File: src/rtl/uart_alu_ctrl.sv
// uart_alu_ctrl
//   Packet controller between a UART receiver and transmitter, both on
//   AXI-Stream style byte channels.  A packet is a 4-byte header (opcode,
//   reserved, length low, length high) followed by (length - 4) payload
//   bytes.  Echo packets stream their payload straight to tx.  Add packets
//   sum their payload as little-endian 32-bit words and return the 32-bit
//   sum as 4 bytes, LSB first.  Unknown opcodes flag err_op_o and drop
//   their payload.
//
// Ports
//   clk_i        single clock, rising edge
//   reset_n_i    asynchronous active-low reset
//   rx_tdata_i   byte from UART receiver
//   rx_tvalid_i  rx byte valid
//   rx_tready_o  controller accepts rx byte
//   tx_tdata_o   byte to UART transmitter
//   tx_tvalid_o  tx byte valid
//   tx_tready_i  transmitter accepts byte
//   busy_o       high whenever a packet is being processed
//   err_op_o     one-cycle pulse when an unknown opcode's header completes
module uart_alu_ctrl #(
   parameter logic [7:0] OP_ECHO_P = 8'hEC,
   parameter logic [7:0] OP_ADD_P  = 8'hAD
) (
   input  logic       clk_i,
   input  logic       reset_n_i,
   input  logic [7:0] rx_tdata_i,
   input  logic       rx_tvalid_i,
   output logic       rx_tready_o,
   output logic [7:0] tx_tdata_o,
   output logic       tx_tvalid_o,
   input  logic       tx_tready_i,
   output logic       busy_o,
   output logic       err_op_o
);

   typedef enum logic [2:0] {
      S_OPCODE, S_RSVD, S_LEN_LO, S_LEN_HI, S_ECHO, S_ACC, S_SEND, S_DRAIN
   } state_t;

   state_t      state;
   state_t      state_nxt;
   logic [7:0]  opcode;
   logic [7:0]  len_lo;
   logic [15:0] rem;        // payload bytes still to come
   logic [31:0] acc;
   logic [31:0] opnd;       // operand being assembled from payload bytes
   logic [1:0]  byte_idx;   // byte lane of the next payload byte in opnd
   logic [1:0]  tx_idx;     // which acc byte is on tx in SEND

   logic [15:0] len_full;
   logic [15:0] pay_cnt;
   logic [31:0] opnd_nxt;
   logic        last_byte;
   logic        rx_hs;
   logic        tx_hs;

   assign len_full  = {rx_tdata_i, len_lo};
   // Lengths shorter than the header itself mean an empty payload.
   assign pay_cnt   = (len_full < 16'd4) ? 16'd0 : len_full - 16'd4;
   assign opnd_nxt  = opnd | ({24'd0, rx_tdata_i} << {byte_idx, 3'b000});
   assign last_byte = (rem == 16'd1);
   assign rx_hs     = rx_tvalid_i & rx_tready_o;
   assign tx_hs     = tx_tvalid_o & tx_tready_i;

   always_ff @(posedge clk_i or negedge reset_n_i) begin
      if (!reset_n_i) begin
         state <= S_OPCODE;
      end else begin
         state <= state_nxt;
      end
   end

   // Outputs are gated by reset_n_i so they read as idle while reset is held,
   // and rx_tready_o rises in the very first cycle after release.
   always_comb begin
      state_nxt   = state;
      rx_tready_o = 1'b0;
      tx_tvalid_o = 1'b0;
      tx_tdata_o  = 8'd0;
      busy_o      = 1'b0;
      err_op_o    = 1'b0;
      if (reset_n_i) begin
         busy_o = (state != S_OPCODE);
         case (state)
            S_OPCODE: begin
               rx_tready_o = 1'b1;
               if (rx_tvalid_i) state_nxt = S_RSVD;
            end
            S_RSVD: begin
               rx_tready_o = 1'b1;
               if (rx_tvalid_i) state_nxt = S_LEN_LO;
            end
            S_LEN_LO: begin
               rx_tready_o = 1'b1;
               if (rx_tvalid_i) state_nxt = S_LEN_HI;
            end
            S_LEN_HI: begin
               rx_tready_o = 1'b1;
               if (rx_tvalid_i) begin
                  if (opcode == OP_ECHO_P) begin
                     state_nxt = (pay_cnt == 16'd0) ? S_OPCODE : S_ECHO;
                  end else if (opcode == OP_ADD_P) begin
                     state_nxt = (pay_cnt == 16'd0) ? S_SEND : S_ACC;
                  end else begin
                     err_op_o  = 1'b1;
                     state_nxt = (pay_cnt == 16'd0) ? S_OPCODE : S_DRAIN;
                  end
               end
            end
            S_ECHO: begin
               // Straight pass-through; the transmitter's ready paces rx.
               tx_tdata_o  = rx_tdata_i;
               tx_tvalid_o = rx_tvalid_i;
               rx_tready_o = tx_tready_i;
               if (rx_tvalid_i && tx_tready_i && last_byte) state_nxt = S_OPCODE;
            end
            S_ACC: begin
               rx_tready_o = 1'b1;
               if (rx_tvalid_i && last_byte) state_nxt = S_SEND;
            end
            S_SEND: begin
               tx_tvalid_o = 1'b1;
               tx_tdata_o  = acc[{tx_idx, 3'b000} +: 8];
               if (tx_tready_i && (tx_idx == 2'd3)) state_nxt = S_OPCODE;
            end
            S_DRAIN: begin
               rx_tready_o = 1'b1;
               if (rx_tvalid_i && last_byte) state_nxt = S_OPCODE;
            end
            default: state_nxt = S_OPCODE;
         endcase
      end
   end

   always_ff @(posedge clk_i or negedge reset_n_i) begin
      if (!reset_n_i) begin
         opcode   <= 8'd0;
         len_lo   <= 8'd0;
         rem      <= 16'd0;
         acc      <= 32'd0;
         opnd     <= 32'd0;
         byte_idx <= 2'd0;
         tx_idx   <= 2'd0;
      end else begin
         case (state)
            S_OPCODE: if (rx_hs) opcode <= rx_tdata_i;
            S_LEN_LO: if (rx_hs) len_lo <= rx_tdata_i;
            S_LEN_HI: begin
               if (rx_hs) begin
                  rem      <= pay_cnt;
                  acc      <= 32'd0;
                  opnd     <= 32'd0;
                  byte_idx <= 2'd0;
                  tx_idx   <= 2'd0;
               end
            end
            S_ECHO, S_DRAIN: if (rx_hs) rem <= rem - 16'd1;
            S_ACC: begin
               if (rx_hs) begin
                  rem <= rem - 16'd1;
                  // A full word, or the zero-extended tail of the payload,
                  // is folded into the sum on the byte that completes it.
                  if ((byte_idx == 2'd3) || last_byte) begin
                     acc      <= acc + opnd_nxt;
                     opnd     <= 32'd0;
                     byte_idx <= 2'd0;
                  end else begin
                     opnd     <= opnd_nxt;
                     byte_idx <= byte_idx + 2'd1;
                  end
               end
            end
            S_SEND: if (tx_hs) tx_idx <= tx_idx + 2'd1;
            default: ;
         endcase
      end
   end

endmodule

File: config.mk
export PLATFORM = sky130hd
export DESIGN_NAME = uart_alu_ctrl
export DESIGN_NICKNAME = d
export VERILOG_FILES = /design/src/rtl/uart_alu_ctrl.sv
export SDC_FILE = /design/constraint.sdc
export NUM_CORES = 1
export LEC_CHECK = 0
export CORE_MARGIN = 2
export CORE_UTILIZATION = 30
export CTS_CLUSTER_DIAMETER = 120
export DETAILED_ROUTE_END_ITERATION = 16
export GPL_TIMING_DRIVEN = 0
export PLACE_DENSITY = 0.54
export REMOVE_ABC_BUFFERS = 1
export SYNTH_ARGS = -nofsm -noshare
export SYNTH_HDL_FRONTEND = slang
export SYNTH_SLANG_ARGS = --single-unit
File: constraint.sdc
create_clock -name clk_i -period 3.7 [get_ports clk_i]
set_clock_uncertainty 0.2 [all_clocks]
set_input_delay 0.37 -clock clk_i [delete_from_list [all_inputs] [get_ports clk_i]]
set_output_delay 0.37 -clock clk_i [all_outputs]
set_load 0.05 [all_outputs]
-- Word level (Yosys, flattened, before mapping)
Cells that the tools add are included.
- register bits after elaboration: 103
- bits in latches: 0
- RAM bits: 0
- bits in read-only memories: 0
- input port bits: 12
- memories: 0
- $add $sub $neg: 5
- multiply operators: 0
- div/mod/pow operators: 0
- order comparisons: 1
- equal/unequal tests: 25
- shift-type cells: 2
- muxes and demuxes: 43
- bitwise gates (word level): 3
- reductions and logical operators: 20
- operator list (operator ; number):
    $mux 32 ; 5
    $pmux 32 s2 ; 2
    $mux 16 ; 3
    $mux 3 ; 12
    $add 32x32->32 ; 1
    $or 32x32->32 ; 1
    $pmux 16 s2 ; 1
    $shiftx 32x6->8 ; 1
    $shl 8x5->32 ; 1
    $ne 2x2->1 const B ; 12
    $pmux 3 s8 ; 1
    $eq 16x1->1 const B ; 1
    $eq 8x8->1 const B ; 2
    $logic_not 16->1 ; 1
    $lt 16x3->1 const B ; 1
    $pmux 8 s2 ; 1
    $sub 16x1->16 const B ; 1
    $sub 16x3->16 const B ; 1
    $eq 3x3->1 const B ; 4
    $mux 2 ; 5
    $reduce_and 3->1 ; 3
    $reduce_and 9->1 ; 1
    $mux 1 ; 8
    $mux 8 ; 1
    17 further kinds ; 29

-- Logic depth before layout (Yosys ltp)
- depth after elaboration: 8
- gate-level depth with buffers: 13

-- Worst setup path after synthesis
No wires, ideal clock.
- path kind: register to register
- start point: reg byte_idx[1]
- end point: reg acc[22]
- setup time: 0.120 ns
- arrival: 2.857 ns
- setup slack: 0.522 ns
- stages on the path, launching flop included: 12
- buffers on the path: 0
- clock period less this slack: 3.178 ns
- cells stage by stage: dfrtp_1 -> nor2_1 -> a21o_1 -> ha_1 -> nor2b_4 -> o31a_1 -> o41ai_2 -> a21oi_2 -> o311ai_4 -> a21oi_2 -> or3_1 -> a41o_1
- longest elaborated chain between the ends: 6
- elaborated cells between the ends (all ways): 10
- classes of those cells: 1 x add/sub; 2 x eq/ne; 1 x shift; 3 x mux; 1 x bitwise; 2 x reduce/logical
- RTL lines (item ; RTL line ; source):
    start, declared ; 48 ; logic [1:0] byte_idx;
    start signal, assigned ; 170 ; byte_idx <= byte_idx + 2'd1;
    $shl 8x5->32 ; 61 ; assign opnd_nxt = opnd | ({24'd0, rx_tdata_i} << {byte_idx, 3'b000});
    $or 32x32->32 ; 61 ;
    $add 32x32->32 ; 165 ; acc <= acc + opnd_nxt;
    $mux 32 ; 164 ; if ((byte_idx == 2'd3) || last_byte) begin
    $mux 32 ; 160 ; if (rx_hs) begin
    $pmux 32 s2 ; 146 ; case (state)
    end signal, assigned ; 165 ;
    end, declared ; 46 ; logic [31:0] acc;
Parallel ways exist; a longest one is shown, timed or not. The select of a mux whose other input is x is not followed.
A chain may end at the register's enable or synchronous reset.

-- Worst setup path after layout
- start point: in rx_tdata_i[2]
- end point: reg acc[22]
- longest elaborated chain between the ends: 6
- RTL lines (item ; RTL line ; source):
    start, declared ; 27 ; input logic [7:0] rx_tdata_i,
    $shl 8x5->32 ; 61 ;
    $or 32x32->32 ; 61 ;
    $add 32x32->32 ; 165 ;
    $mux 32 ; 164 ;
    $mux 32 ; 160 ;
    $pmux 32 s2 ; 146 ;
Every way passes these cells. The select of a mux whose other input is x is not followed.

==> reports/results.ini <==
[status]
status = finished, final reports clean

[synth]
ys.flop_type = dfrtp_1
seq_area_frac_synth = 0.363
syn_area_um2 = 7100
ys_seq_elements = 103
synthArstFlopShare = 1.00
yosysWarnings = 0
yosysUniqueCellTypes = 74
synth_edf_count = 0
netlist_instances = 758
avgSynthCellArea_um2 = 9.36

[route]
drt_iter0_markers = 420
firstDrtPassIters = 4
vias_per_cell = 5.34
vias = 5813
wl_per_cell_um = 18.3
drc = 0
ant_nets = 0
wirelength_um = 19900

[power]
p_per_area_nw_per_um2 = 569
p_comb_frac = 0.390
swShare = 0.413
p_sw_mw = 1.90
p_seq_frac = 0.394
p_leak_nw = 3.79
p_clk_frac = 0.216
p_int_mw = 2.70
vdd_ir_drop_max_mv = 0.235

[die]
dieArea_um2 = 24900
die_width_um = 158
floorplan.initialDensity = 0.304
core_um2 = 23300
placementRows = 56
io_pins = 24
fp.dieH_um = 158

[sta]
hold_viol_final = 0
slew_viol_final = 0
min_period_over_period = 0.951
period_minus_slack_ns = 3.52
finalSetupViolations = 0
relSlewSlack = 0.0897
rsz0062_at_grt = no
worst_slew_pin_slew_ns = 1.36
fmax_mhz = 284
whs_ns = 0.305

[critical_path]
crit_type = in2reg
crit_fanout = 13
startpoint_type = input port
endpoint_kind = flop
worstPathRequired_ns = 3.76
crit_arrival_ns = 3.58

[clock_tree]
cts-root-buf = clkbuf_16
cts_buffers = 9
cts_tree = yes
clockBufferDepth = 2
htree_num_levels = 3
clk_latency_ns = 0.37
path_clk_slew_ns = 0.08
clock_sinks = 103

[global_routing]
grt_pass1_vias = 5626
grt_start_max_net_pins = 67
grtUsageMet3 = 0.0290
grt_pass1_wl_um = 32000
use_met2 = 0.274
grt_antenna_before_repair = 0
grtUsageMet1 = 0.235
grt_busiest_layer = met2
groute.usage.overall = 0.167
grt_overflow = 0

[cells_and_area]
nets = 815
diodes = 0
stdcell_area_um2 = 8080
multiInputGateArea_um2 = 4340
nFillCells = 2412
syn2layout_area_growth_pct = 13.8
final-seq-area_um2 = 2580
drive_above_1_share = 0.108

[placed_design]
io_buffers = 23
dp_hpwl_um = 14400
gp_congestion = 0.855
placedInstanceArea_um2 = 7660

[flow_run]
max-cap-violations = 0

[worst_hold_path]
hold_path.class = reg2reg

-- flip-flops by register name (all words and copies together) (netlist names) --
signal,flops
acc,32
byte_idx,2
len_lo,8
opcode,8
opnd,32
rem,16
state,3
tx_idx,2
-- timing repair --
action                                  4_1_cts  5_1_grt
endpoints found under the hold margin        37        0
pin swaps                                     0        2
gates cloned                                  0        0
buffers inserted                              0        4
gates resized for setup                      10       13
endpoints found under the setup margin        5       21
hold buffers                                  2        0
-- synth_stat cells, drive strengths merged, types with 7 or more instances --
master | instances | area [um^2]
mux2 | 14 | 158
a31oi | 14 | 87.6
and2 | 9 | 56.3
clkbuf | 34 | 130
nand2 | 64 | 240
dfrtp | 103 | 2580
a21oi | 55 | 287
o31ai | 18 | 140
inv | 16 | 60.1
nand3 | 13 | 65.1
ha | 37 | 463
xnor2 | 11 | 96.3
mux2i | 12 | 120
nor2 | 69 | 262
a21o | 45 | 338
mux4 | 8 | 180
a22o | 37 | 324
nor2b | 10 | 70.1
nand2b | 7 | 43.8
o21ai | 39 | 195
nor4 | 9 | 83.8
xor2 | 21 | 184
nor3 | 20 | 105
-- final timing paths --
kind | startpoint | slack (ns) | cells after the start | to
min | opcode[4] | 0.30 | 1 | opcode[4]
min reg2reg | opcode[4] | 0.30 | 1 | opcode[4]
max in group asynchronous | reset_n_i | 2.58 | 3 | acc[17]
max | rx_tdata_i[2] | 0.18 | 11 | acc[22]
max reg2reg | byte_idx[1] | 0.22 | 11 | acc[30]
min in group asynchronous | reset_n_i | 0.37 | 3 | state[2]
-- routing by layer --
layer / vias to the layer above / share of wire
li1: 2850 / -
met1: 2885 / 0.50
met2: 66 / 0.47
met3: 12 / 0.026
met4: 0 / 0.0070
met5: - / 0
-- layout by cell type, fill, tap and decap left out, types with 7 or more instances in the layout --
| cell type | netlist | layout |
|---|---|---|
| xnor2_1 | 11 | 11 |
| buf_4 | 1 | 7 |
| nor2b_1 | 9 | 7 |
| o31ai_1 | 17 | 17 |
| nand2_1 | 64 | 64 |
| nor3_1 | 19 | 19 |
| inv_1 | 16 | 16 |
| dfrtp_1 | 103 | 100 |
| clkdlybuf4s50_1 | 0 | 14 |
| a21o_1 | 45 | 45 |
| clkbuf_16 | 0 | 9 |
| a21oi_1 | 52 | 52 |
| o21ai_0 | 37 | 37 |
| and2_1 | 9 | 9 |
| nor2_1 | 68 | 66 |
| nand3_1 | 13 | 13 |
| a31oi_1 | 14 | 14 |
| mux2i_1 | 12 | 12 |
| xor2_1 | 21 | 21 |
| a22o_1 | 37 | 37 |
| ha_1 | 37 | 37 |
| mux4_2 | 8 | 8 |
| mux2_2 | 14 | 14 |
-- critical path, cell delays in order --
cell and delay [ns]:
dlygate4sd2_1 0.74, a21o_1 0.23, ha_1 0.27, nor2b_4 0.15, o31a_1 0.31, o41ai_2 0.35, a21oi_2 0.16, o311ai_4 0.36
a21oi_2 0.11, or3_1 0.31, a41o_1 0.23
-- cells by family after synthesis --
group                      count (synthesis)  synth area share
buffers and inverters                     56            0.0338
xor gates and xnor gates                  32            0.0395
and+or+nand+nor                          233             0.170
DFF                                      103             0.363
muxes                                     34            0.0645
adders and majority gates                 38            0.0680
AOI/OAI and AO/OA                        262             0.261
-- final cells by class --
class,instances,share of cell area
multi-input combinational,599,0.538
sequential,103,0.320
tap,319,0.0494
timing repair buffer,36,0.0482
clock buffer,10,0.0296
clock inverter,6,0.00775
inverter,16,0.00744
-- power by group through the flow --
stage	Combinational, mW	Sequential (mW)	Clock, mW
after detailed placement	1.76	1.81	0
after global routing	2.00	1.87	1.07
after global placement	1.71	1.81	0
final	1.79	1.81	0.992
after CTS	1.77	1.80	1.02
after floorplan	1.32	1.70	0
-- stage by stage --
| step | setup WS (ns) | std cells | utilization | power, mW | TNS, ns |
|---|---|---|---|---|---|
| after detailed placement | -0.736 | 1067 | 0.329 | 3.57 | -5.86 |
| final | 0.181 | 1089 | 0.346 | 4.59 | 0 |
| after global placement | -8.06 | 1060 | 0.323 | 3.52 | -814.60 |
| after global routing | 0.0119 | 1089 | 0.346 | 4.93 | 0 |
| after CTS | 0.0258 | 1085 | 0.343 | 4.59 | 0 |
| after floorplan | -0.707 | 718 | - | 3.03 | -5.42 |
Power figures use the tool's default switching activity.
